==> config.mk <==
export PLATFORM = sky130hd
export DESIGN_NAME = mdu_iter_flat
export DESIGN_NICKNAME = d
export VERILOG_FILES = /design/src/rtl/mdu_pkg.sv /design/src/rtl/mdu_iter_if.sv /design/src/rtl/mdu_step.sv /design/src/rtl/mdu_iter.sv /design/src/flat_wrapper.sv
export SDC_FILE = /design/constraint.sdc
export NUM_CORES = 1
export LEC_CHECK = 0
export ABC_AREA = 1
export ABC_CLOCK_PERIOD_IN_PS = 3200
export CAP_MARGIN = 15
export CELL_PAD_IN_SITES_DETAIL_PLACEMENT = 1
export CELL_PAD_IN_SITES_GLOBAL_PLACEMENT = 1
export CORE_MARGIN = 3
export CORE_UTILIZATION = 42
export CTS_CLUSTER_DIAMETER = 60
export DETAILED_ROUTE_END_ITERATION = 8
export PLACE_DENSITY = 0.88
export SYNTH_ARGS = -nofsm -noshare
export SYNTH_HDL_FRONTEND = slang
export SYNTH_SLANG_ARGS = --single-unit
==> constraint.sdc <==
create_clock -name clk -period 3.2 [get_ports clk]
set_input_delay 0.64 -clock clk [delete_from_list [all_inputs] [get_ports clk]]
set_output_delay 0.64 -clock clk [all_outputs]
set_load 0.05 [all_outputs]
==> src/rtl/mdu_pkg.sv <==
// mdu_pkg: shared types and decode helpers for the iterative multiply/divide unit.
//   op_e    : RV32M/RV64M funct3 operation codes
//   state_e : control FSM states
//   is_div / is_rem / signed_a / signed_b : funct3 decode helpers
package mdu_pkg;

  localparam int unsigned FUNCT3_W = 3;

  typedef enum logic [FUNCT3_W-1:0] {
    OP_MUL    = 3'b000,
    OP_MULH   = 3'b001,
    OP_MULHSU = 3'b010,
    OP_MULHU  = 3'b011,
    OP_DIV    = 3'b100,
    OP_DIVU   = 3'b101,
    OP_REM    = 3'b110,
    OP_REMU   = 3'b111
  } op_e;

  typedef enum logic [1:0] {
    IDLE = 2'd0,
    CALC = 2'd1,
    FIX  = 2'd2,
    DONE = 2'd3
  } state_e;

  function automatic logic is_div(input logic [FUNCT3_W-1:0] f);
    return f[2];
  endfunction

  // Among divide ops, REM/REMU return the remainder.
  function automatic logic is_rem(input logic [FUNCT3_W-1:0] f);
    return f[2] & f[1];
  endfunction

  // rs1 is treated as signed.
  function automatic logic signed_a(input logic [FUNCT3_W-1:0] f);
    case (op_e'(f))
      OP_MUL, OP_MULH, OP_MULHSU, OP_DIV, OP_REM: return 1'b1;
      default:                                   return 1'b0;
    endcase
  endfunction

  // rs2 is treated as signed.
  function automatic logic signed_b(input logic [FUNCT3_W-1:0] f);
    case (op_e'(f))
      OP_MUL, OP_MULH, OP_DIV, OP_REM: return 1'b1;
      default:                         return 1'b0;
    endcase
  endfunction

endpackage

==> src/rtl/mdu_iter_if.sv <==
// mdu_iter_if: start/done request bus of the multiply/divide unit.
//   master drives start, kill, funct3, a, b; slave returns busy, done, result.
interface mdu_iter_if #(
  parameter int unsigned XLEN = 32
);
  import mdu_pkg::*;

  logic                start;
  logic                kill;
  logic [FUNCT3_W-1:0] funct3;
  logic [XLEN-1:0]     a;
  logic [XLEN-1:0]     b;
  logic                busy;
  logic                done;
  logic [XLEN-1:0]     result;

  modport master (output start, kill, funct3, a, b, input busy, done, result);
  modport slave  (input start, kill, funct3, a, b, output busy, done, result);

endinterface

==> src/rtl/mdu_step.sv <==
// mdu_step: one combinational radix-2 step over a {hi, lo} register pair.
//   is_div=0 : shift-add multiply; lo holds the multiplier, op the multiplicand.
//   is_div=1 : restoring divide; lo holds the dividend/quotient, hi the
//              partial remainder, op the divisor.
//   Ports: is_div, hi_i, lo_i, op_i in; hi_o, lo_o out.
module mdu_step #(
  parameter int unsigned XLEN = 32
) (
  input  logic            is_div,
  input  logic [XLEN-1:0] hi_i,
  input  logic [XLEN-1:0] lo_i,
  input  logic [XLEN-1:0] op_i,
  output logic [XLEN-1:0] hi_o,
  output logic [XLEN-1:0] lo_o
);

  logic [XLEN-1:0] addend;
  logic [XLEN:0]   sum;
  logic [XLEN:0]   sh;
  logic [XLEN:0]   diff;

  always_comb begin
    addend = lo_i[0] ? op_i : '0;
    sum    = {1'b0, hi_i} + {1'b0, addend};
    sh     = {hi_i, lo_i[XLEN-1]};
    // Partial remainder < divisor, so diff's MSB is set exactly when sh < op.
    diff   = sh - {1'b0, op_i};
    hi_o   = hi_i;
    lo_o   = lo_i;
    if (is_div) begin
      if (diff[XLEN]) begin
        hi_o = sh[XLEN-1:0];
        lo_o = {lo_i[XLEN-2:0], 1'b0};
      end else begin
        hi_o = diff[XLEN-1:0];
        lo_o = {lo_i[XLEN-2:0], 1'b1};
      end
    end else begin
      hi_o = sum[XLEN:1];
      lo_o = {sum[0], lo_i[XLEN-1:1]};
    end
  end

endmodule

==> src/rtl/mdu_iter.sv <==
// mdu_iter: iterative RV32M/RV64M multiply/divide unit, UNROLL bits per cycle.
//   clk, reset : clock and synchronous active-high reset
//   bus        : mdu_iter_if.slave (start, kill, funct3, a, b -> busy, done, result)
module mdu_iter
  import mdu_pkg::*;
#(
  parameter int unsigned XLEN   = 32,
  parameter int unsigned UNROLL = 1
) (
  input  logic      clk,
  input  logic      reset,
  mdu_iter_if.slave bus
);

  localparam int unsigned ITERS = XLEN / UNROLL;
  localparam int unsigned CNT_W = $clog2(ITERS + 1);
  localparam int unsigned PW    = 2 * XLEN;
  localparam logic [XLEN-1:0] MIN_NEG = {1'b1, {(XLEN-1){1'b0}}};

  state_e              state_q, state_d;
  logic [FUNCT3_W-1:0] funct3_q, funct3_d;
  logic                a_neg_q, a_neg_d;
  logic                b_neg_q, b_neg_d;
  logic [XLEN-1:0]     hi_q, hi_d;
  logic [XLEN-1:0]     lo_q, lo_d;
  logic [XLEN-1:0]     op_q, op_d;
  logic [XLEN-1:0]     result_q, result_d;
  logic [CNT_W-1:0]    cnt_q, cnt_d;
  logic                busy_q, busy_d;
  logic                done_q, done_d;

  logic            div_op;
  logic [XLEN-1:0] hi_nx, lo_nx;

  assign div_op = is_div(funct3_q);

  // Chain of UNROLL radix-2 steps fed from the hi/lo registers.
  for (genvar i = 0; i < UNROLL; i++) begin : g_step
    logic [XLEN-1:0] hi_in, lo_in, hi_out, lo_out;
    if (i == 0) begin : g_first
      assign hi_in = hi_q;
      assign lo_in = lo_q;
    end else begin : g_next
      assign hi_in = g_step[i-1].hi_out;
      assign lo_in = g_step[i-1].lo_out;
    end
    mdu_step #(.XLEN(XLEN)) u_step (
      .is_div (div_op),
      .hi_i   (hi_in),
      .lo_i   (lo_in),
      .op_i   (op_q),
      .hi_o   (hi_out),
      .lo_o   (lo_out)
    );
  end

  assign hi_nx = g_step[UNROLL-1].hi_out;
  assign lo_nx = g_step[UNROLL-1].lo_out;

  // Sign fix-up and result select for the FIX state.
  logic [PW-1:0]   prod, prod_s;
  logic [XLEN-1:0] quot_s, rem_s, fix_res;

  always_comb begin
    prod    = {hi_q, lo_q};
    prod_s  = (a_neg_q ^ b_neg_q) ? (~prod + PW'(1)) : prod;
    quot_s  = (a_neg_q ^ b_neg_q) ? (~lo_q + XLEN'(1)) : lo_q;
    rem_s   = a_neg_q ? (~hi_q + XLEN'(1)) : hi_q;
    fix_res = rem_s;
    case (op_e'(funct3_q))
      OP_MUL:                      fix_res = prod_s[XLEN-1:0];
      OP_MULH, OP_MULHSU, OP_MULHU: fix_res = prod_s[PW-1:XLEN];
      OP_DIV, OP_DIVU:             fix_res = quot_s;
      default:                     fix_res = rem_s;
    endcase
  end

  // Request decode: operand signs, magnitudes and divide special cases.
  logic            a_neg_c, b_neg_c, div_zero_c, ovf_c;
  logic [XLEN-1:0] a_mag, b_mag;

  always_comb begin
    a_neg_c    = signed_a(bus.funct3) & bus.a[XLEN-1];
    b_neg_c    = signed_b(bus.funct3) & bus.b[XLEN-1];
    a_mag      = a_neg_c ? (~bus.a + XLEN'(1)) : bus.a;
    b_mag      = b_neg_c ? (~bus.b + XLEN'(1)) : bus.b;
    div_zero_c = is_div(bus.funct3) && (bus.b == '0);
    ovf_c      = is_div(bus.funct3) && signed_b(bus.funct3) &&
                 (bus.a == MIN_NEG) && (bus.b == '1);
  end

  // Next-state and register update.
  always_comb begin
    state_d  = state_q;
    funct3_d = funct3_q;
    a_neg_d  = a_neg_q;
    b_neg_d  = b_neg_q;
    hi_d     = hi_q;
    lo_d     = lo_q;
    op_d     = op_q;
    result_d = result_q;
    cnt_d    = cnt_q;

    case (state_q)
      IDLE: begin
        if (bus.start && !bus.kill) begin
          funct3_d = bus.funct3;
          a_neg_d  = a_neg_c;
          b_neg_d  = b_neg_c;
          if (div_zero_c) begin
            result_d = is_rem(bus.funct3) ? bus.a : '1;
            state_d  = DONE;
          end else if (ovf_c) begin
            result_d = is_rem(bus.funct3) ? '0 : bus.a;
            state_d  = DONE;
          end else begin
            hi_d    = '0;
            lo_d    = is_div(bus.funct3) ? a_mag : b_mag;
            op_d    = is_div(bus.funct3) ? b_mag : a_mag;
            cnt_d   = CNT_W'(ITERS);
            state_d = CALC;
          end
        end
      end
      CALC: begin
        if (bus.kill) begin
          state_d = IDLE;
        end else begin
          hi_d  = hi_nx;
          lo_d  = lo_nx;
          cnt_d = cnt_q - CNT_W'(1);
          if (cnt_q == CNT_W'(1)) state_d = FIX;
        end
      end
      FIX: begin
        if (bus.kill) begin
          state_d = IDLE;
        end else begin
          result_d = fix_res;
          state_d  = DONE;
        end
      end
      default: state_d = IDLE;
    endcase

    busy_d = (state_d == CALC) || (state_d == FIX);
    done_d = (state_d == DONE);
  end

  always_ff @(posedge clk) begin
    if (reset) begin
      state_q  <= IDLE;
      funct3_q <= '0;
      a_neg_q  <= 1'b0;
      b_neg_q  <= 1'b0;
      hi_q     <= '0;
      lo_q     <= '0;
      op_q     <= '0;
      result_q <= '0;
      cnt_q    <= '0;
      busy_q   <= 1'b0;
      done_q   <= 1'b0;
    end else begin
      state_q  <= state_d;
      funct3_q <= funct3_d;
      a_neg_q  <= a_neg_d;
      b_neg_q  <= b_neg_d;
      hi_q     <= hi_d;
      lo_q     <= lo_d;
      op_q     <= op_d;
      result_q <= result_d;
      cnt_q    <= cnt_d;
      busy_q   <= busy_d;
      done_q   <= done_d;
    end
  end

  assign bus.busy   = busy_q;
  assign bus.done   = done_q;
  assign bus.result = result_q;

endmodule

==> src/flat_wrapper.sv <==
// flat-port wrapper written by rule: the top's interface ports become plain ports
module mdu_iter_flat import mdu_pkg::*;
#(
  parameter int unsigned XLEN   = 32,
  parameter int unsigned UNROLL = 1
)
  (clk, reset, bus_start, bus_kill, bus_funct3, bus_a, bus_b, bus_busy, bus_done, bus_result);
  mdu_iter_if #(.XLEN(XLEN)) bus_i ();
  input  logic clk;
  input  logic reset;
  input wire logic [$bits(bus_i.start)-1:0] bus_start;
  input wire logic [$bits(bus_i.kill)-1:0] bus_kill;
  input wire logic [$bits(bus_i.funct3)-1:0] bus_funct3;
  input wire logic [$bits(bus_i.a)-1:0] bus_a;
  input wire logic [$bits(bus_i.b)-1:0] bus_b;
  output wire logic [$bits(bus_i.busy)-1:0] bus_busy;
  output wire logic [$bits(bus_i.done)-1:0] bus_done;
  output wire logic [$bits(bus_i.result)-1:0] bus_result;
  assign bus_i.start = bus_start;
  assign bus_i.kill = bus_kill;
  assign bus_i.funct3 = bus_funct3;
  assign bus_i.a = bus_a;
  assign bus_i.b = bus_b;
  assign bus_busy = bus_i.busy;
  assign bus_done = bus_i.done;
  assign bus_result = bus_i.result;
  mdu_iter #(.XLEN(XLEN), .UNROLL(UNROLL)) u_core (.clk(clk), .reset(reset), .bus(bus_i));
endmodule
==> results of run 1 <==
-- timing repair --
action / 4_1_cts / 5_1_grt
gates resized for setup: 0 / 7
setup endpoints to repair: 0 / 29
setup buffers: 0 / 0
-- synthesized netlist by cell type, drive strengths merged --
library cell  instances  area share [%]
a211oi                3            0.12
a21boi                1           0.041
a21o                  6            0.25
a21oi               286             7.8
a221oi                1           0.048
a31oi                28            0.96
and2                  4            0.14
and3                  1           0.034
buf                  52             1.6
clkbuf               85             1.7
clkinv                3           0.062
dfxtp               143              16
fa                    2            0.22
ha                   72             4.9
inv                 466             9.6
nand2              1014              21
nand3               357             9.9
nand3b               20            0.82
nand4                49             1.7
nor2                429             8.9
nor3                 47             1.3
nor4                  4            0.14
o211ai               18            0.77
o21ai               289             7.9
o21bai               10            0.41
o22ai                 1           0.034
o31ai                 1           0.041
o41ai                 1           0.048
or2                  10            0.34
xnor2                 8            0.42
xor2                 65             3.1
-- registers in the layout (all words and copies together) (netlist names) --
signal               count
u_core.bus.done          1
u_core.funct3_q          3
u_core.op_q             32
u_core.state_q           2
u_core.bus.result       32
u_core.g_step.hi_in     32
u_core.g_step.lo_in     32
u_core.b_neg_q           1
u_core.bus.busy          1
u_core.a_neg_q           1
u_core.cnt_q             6
-- critical path, cell delays in order (launching register included) --
cell,delay (ns)
dfxtp_1,0.41
nand2_1,0.09
inv_1,0.07
ha_1,0.24
inv_1,0.10
fa_1,0.42
inv_1,0.14
nand3_1,0.08
nand2_1,0.11
buf_4,0.16
nand2_1,0.10
nand2_2,0.13
nand2_1,0.06
nand2_1,0.16
nand2_1,0.15
nand3_1,0.12
nand3_1,0.17
nand3_1,0.16
a21oi_1,0.07
-- routing by layer --
layer | wire (um) | up-vias | global-route usage, %
met5 | 116 | - | 0
li1 | - | 11500 | -
met3 | 10900 | 425 | 10.8
met4 | 7850 | 2 | 26.2
met1 | 37700 | 12000 | 50.6
met2 | 40600 | 1492 | 61.5
-- power by group --
part	internal [mW]	total, mW	switching, mW
sequential	1.88	2.01	0.132
combinational	0.886	3.00	2.11
clock	1.03	1.96	0.926
total	3.80	6.96	3.17
-- logic make-up (layout without fill, tap and decap cells) --
logic type,after synthesis,in the layout
AOI/OAI and AO/OA,645,645
xor gates and xnor gates,73,73
adders and majority gates,74,74
buffers and inverters,606,749
DFF,143,143
other,0,2
and+or+nand+nor,1935,1935
-- cell type report --
| class | count | area (sq um) | share of cell area, % |
|---|---|---|---|
| clock buffer | 20 | 457 | 2.16 |
| tap | 577 | 722 | 3.41 |
| inverter | 469 | 1760 | 8.33 |
| multi-input combinational | 2727 | 13100 | 61.7 |
| clock inverter | 12 | 87.6 | 0.414 |
| sequential | 143 | 2870 | 13.5 |
| antenna | 2 | 5.00 | 0.0237 |
| timing repair buffer | 248 | 2190 | 10.4 |
-- path summary, 6_finish.rpt --
| path | start | end | cells after the start |
|---|---|---|---|
| worst max-delay path | u_core.op_q[0] | u_core.g_step[0].hi_in[27] | 18 |
| worst min-delay path | u_core.bus.result[6] | u_core.bus.result[6] | 2 |
| worst max register to register | u_core.op_q[0] | u_core.g_step[0].hi_in[27] | 18 |
| worst min register to register | u_core.bus.result[6] | u_core.bus.result[6] | 2 |
==> impl_metrics.csv, run 1 <==
group,metric,value,unit
placement,post-place-ws,-0.117,ns
hold_path,hold_path.class,"register to register",
floorplan,initial_core_util,43.1,%
cells_and_area,area_growth,15.8,%
route,wirelength,97.1,mm
timing,rsz0062_at_grt,"yes",
synthesis,synth_compound_area_share,18.5,%
route,vias,25400,
timing,fin_ws,0.134,ns
route,ant_nets,0,
cells_and_area,drive_gt1_share,6.24,%
route,remaining_drc_errors,0,
synthesis,synth.net_count,3621,
placement,placed_cell_area,20600,sq um
run_status,status,"finished clean",
synthesis,ys_types,46,
clock_tree,clkSinkCount,143,
clock_tree,htreeDepth,4,
route,wl_per_cell,23.1,um
cells_and_area,layout_common_cells,"nand2_1, inv_1, nor2_1, nand3_1, a21oi_1",
global_route,grt_first_pass_wirelength,146,mm
clock_tree,clockBufferDepth,2,
timing,slew_viol_final,0,
clock_tree,clk_latency,0.45,ns
cells_and_area,utilization,49.9,%
setup_path,reg2reg_setup_slack,0.13,ns
job,max_cap_viol_count,0,
clock_tree,cts-buffers-inserted,17,
setup_path,crit_arrival,3.36,ns
synthesis,synthMuxAreaShare,0,%
cells_and_area,final_nets,3751,
cells_and_area,design_area,21200,sq um
setup_path,cp.required,3.50,ns
timing,whs,0.486,ns
synthesis,synth.avg_cell_area,5.26,sq um
placement,place.gp.congestion,1.06,
floorplan,dieArea,46000,sq um
power_and_ir_drop,p_leak,10.4,nW
timing,clock_skew,0.0142,ns
synthesis,syn_area,18300,sq um
clock_tree,clockRootBuffer,"clkbuf_16",
placement,port_buffers,104,
floorplan,die_h,215,um
floorplan,die_x,215,um
timing,fin_crit_sh,95.8,%
route,viasPerCell,6.05,
global_route,grt-ovfl-total,0,
cells_and_area,nFillCells,6403,
global_route,grt_max_degree,80,
timing,worst_pin_slew,0.827,ns
synthesis,yosysWarningCount,0,
global_route,grt_pass1_vias,24700,
power_and_ir_drop,vdd_drop_max,0.430,mV
timing,setup_viol,0,
power_and_ir_drop,p_per_area,329,nW/um^2
timing,relSlewSlack,44.9,%
setup_path,crit_type,"register to register",
global_route,antenna_found_initial,2,
floorplan,fp.coreArea,42400,sq um
cells_and_area,layout.cells.non_filler,4198,
route,drt_iter0_markers,3151,
timing,finalCriticalPeriod,3.07,ns
synthesis,netlist_instances,3476,
route,firstDrtPassIters,6,
timing,finalHoldViolCount,0,
clock_tree,cts_tree,"built",
floorplan,pin_count,105,
cells_and_area,layout_commonest_cell,"nand2_1",
timing,max_clock_freq,326,MHz
synthesis,synth_xor_area_share,3.54,%
setup_path,path_max_fanout,4,
synthesis,yosys.area_share.adder,5.15,%
setup_path,endpoint_kind,"register",
synthesis,synthSimpleGateAreaFrac,44.2,%
timing,fin_tns_setup,0,ns
synthesis,synth_top_family_by_area,"simple AND/OR/NAND/NOR gates",
setup_path,crit_path_start_kind,"register",
clock_tree,ctsHoldBuffers,0,
synthesis,ys_seq_elements,143,
global_route,grt.total_usage,40.5,%
synthesis,yosysSeqAreaShare,15.7,%
power_and_ir_drop,power,6.96,mW
placement,dp.cells,4163,
clock_tree,clk_pin_slew,0.07,ns
placement,place_hpwl,77.2,mm
floorplan,num_rows,75,
Power figures use the tool's default switching activity.
==> run 2, diff against run 1 <==
==> constraint.sdc (replaced) <==
create_clock -name clk -period 3.2 [get_ports clk]
set_input_delay 0.96 -clock clk [delete_from_list [all_inputs] [get_ports clk]]
set_output_delay 0.96 -clock clk [all_outputs]
set_load 0.05 [all_outputs]
==> run 2 against run 1 <==
Clock skew increased by 0.0071 ns. Sequential share of layout area down 0.60 points. Highest routed layer unchanged. Register-to-register slack worse by 0.03 ns. Die area is the same. Clock power up 15%. Largest cell class unchanged. Setup slack got worse by 0.029 ns.
==> impl_metrics.csv, run 2 (synthesized netlist as in run 1, its figures left out) <==
group,metric,value,unit
timing,finalHoldViolCount,0,
route,viasPerCell,6.11,
clock_tree,clk_latency,0.46,ns
power_and_ir_drop,vdd_drop_max,0.403,mV
setup_path,cp_common_cell,"nand2_1",
setup_path,cp.required,3.49,ns
timing,fin_crit_sh,96.7,%
setup_path,rr_endpoint,"u_core.g_step[0].hi_in[6]",
hold_path,hold_path.startpoint,"u_core.cnt_q[5]",
floorplan,pin_count,105,
hold_path,hold_path.class,"register to register",
global_route,grt_first_pass_wirelength,155,mm
clock_tree,clk_pin_slew,0.07,ns
clock_tree,htreeDepth,4,
route,remaining_drc_errors,0,
cells_and_area,layout_common_cells,"nand2_1, inv_1, nor2_1, nand3_1, a21oi_1",
floorplan,fp.coreArea,42400,sq um
route,ant_nets,0,
cells_and_area,layout_commonest_cell,"nand2_1",
timing,max_clock_freq,323,MHz
floorplan,num_rows,75,
route,wl_per_cell,24.0,um
clock_tree,clkSinkCount,143,
global_route,antenna_found_initial,8,
placement,place_hpwl,80.6,mm
floorplan,initial_core_util,43.1,%
setup_path,reg2reg_setup_slack,0.11,ns
route,firstDrtPassIters,6,
global_route,grt.total_usage,43.2,%
run_status,status,"finished clean",
global_route,grt_max_degree,74,
placement,place.gp.congestion,1.08,
setup_path,r2r-start,"u_core.g_step[0].lo_in[0]",
job,max_cap_viol_count,0,
clock_tree,clockBufferDepth,2,
clock_tree,cts_setup_buffers,0,
clock_tree,clockRootBuffer,"clkbuf_16",
placement,port_buffers,104,
setup_path,path_max_fanout,8,
setup_path,endpoint_kind,"register",
setup_path,reg2reg_depth,14,
setup_path,crit_path_start_kind,"register",
cells_and_area,final_nets,3858,
route,wirelength,103,mm
timing,relSlewSlack,45.8,%
timing,setup_viol,0,
timing,slew_viol_final,0,
clock_tree,cts_tree,"built",
power_and_ir_drop,p_leak,11.0,nW
floorplan,dieArea,46000,sq um
placement,placed_cell_area,21500,sq um
hold_path,hold_path_end,"u_core.cnt_q[5]",
cells_and_area,design_area,22100,sq um
setup_path,crit_type,"register to register",
route,drt_iter0_markers,3029,
timing,fin_ws,0.106,ns
floorplan,die_x,215,um
cells_and_area,multi_input_area,13100,sq um
timing,worst_pin_slew,0.814,ns
global_route,grt-ovfl-total,0,
setup_path,slowest_stage,"o21ai_0",
floorplan,die_h,215,um
hold_path,holdPathStages,2,
timing,finalCriticalPeriod,3.09,ns
setup_path,crit_chain,"buf_4 -> nand2_1 -> inv_1 -> ha_1 -> a21oi_2 -> o21ai_0 -> buf_4 -> nand2_1 -> nand2_1 -> xor2_1 -> o21ai_0 -> inv_1 -> nand2_1 -> a21oi_1",
setup_path,crit_arrival,3.39,ns
cells_and_area,area_growth,21.1,%
cells_and_area,drive_gt1_share,9.02,%
setup_path,max_stage_delay,0.50,ns
route,vias,26300,
power_and_ir_drop,p_per_area,337,nW/um^2
cells_and_area,seq_area,2870,sq um
timing,clock_skew,0.0213,ns
clock_tree,cts-buffers-inserted,17,
timing,rsz0062_at_grt,"no",
cells_and_area,nFillCells,6327,
global_route,grt_pass1_vias,26000,
placement,post-place-ws,-0.156,ns
power_and_ir_drop,power,7.46,mW
## run 2: cell count changes in the layout (fill, tap and decap cells not counted), sizes merged
cell and delta:
bufinv +4, diode -1, buf +108, clkbuf -3, clkinvlp -3
## run 2: how the worst max path moves through the flow
stage	from	to	slack, ns	depth (start not counted)
2_1_floorplan	u_core.g_step[0].lo_in[0]	u_core.g_step[0].hi_in[29]	0.59	20
3_3_place_gp	bus_b[0]	u_core.bus.result[23]	-0.06	14
3_5_place_dp	bus_b[0]	u_core.bus.result[30]	-0.16	14
4_1_cts	u_core.g_step[0].lo_in[0]	u_core.g_step[0].hi_in[13]	0.07	16
5_1_grt	u_core.g_step[0].lo_in[31]	u_core.g_step[0].hi_in[12]	0.03	20
6_report	u_core.g_step[0].lo_in[0]	u_core.g_step[0].hi_in[6]	0.11	14
## run 2: through the flow
step / util (%) / cells / hold WS [ns] / setup TNS, ns
2_1_floorplan: - / 3476 / 0.444 / 0
3_3_place_gp: 50.6 / 4271 / 0.458 / -0.609
3_5_place_dp: 50.6 / 4271 / 0.474 / -5.76
4_1_cts: 52.1 / 4302 / 0.484 / 0
5_1_grt: 52.2 / 4302 / 0.502 / 0
6_report: 52.2 / 4303 / 0.484 / 0
## run 2: where the power goes
group          leakage (nW)  internal (mW)  switching [mW]
Combinational          9.53           1.00            2.20
Clock                 0.302           1.33           0.919
Sequential             1.17           1.88           0.143
Total                  11.0           4.20            3.26
## run 2: metal layers
metal | track usage (%) | vias up | share of wire, %
met5 | 0 | - | 0.072
met4 | 28.1 | 12 | 8.0
met3 | 12.4 | 523 | 12
met2 | 67.1 | 1649 | 42
met1 | 52.1 | 12400 | 38
li1 | - | 11700 | -
## run 2: layout make-up
| class | count | area share (%) |
|---|---|---|
| antenna | 1 | 0.0113 |
| clock buffer | 18 | 1.98 |
| clock inverter | 13 | 0.854 |
| inverter | 469 | 7.95 |
| multi-input combinational | 2727 | 59.1 |
| sequential | 143 | 12.9 |
| tap | 577 | 3.26 |
| timing repair buffer | 355 | 13.9 |
## run 2: timing repair
| action | in CTS | in global routing |
|---|---|---|
| hold buffers | 0 | 0 |
| gates resized for setup | 0 | 11 |
| setup endpoints to repair | 0 | 20 |
## run 2: critical path, delay by kind of cell (launching register included)
family,cells,cell delay [ns]
adder cells (fa/ha/maj),1,0.31
AO/OA/AOI/OAI,4,0.96
AND/OR/NAND/NOR,4,0.35
flip-flops,1,0.47
buffers and inverters,4,0.64
XOR/XNOR,1,0.20
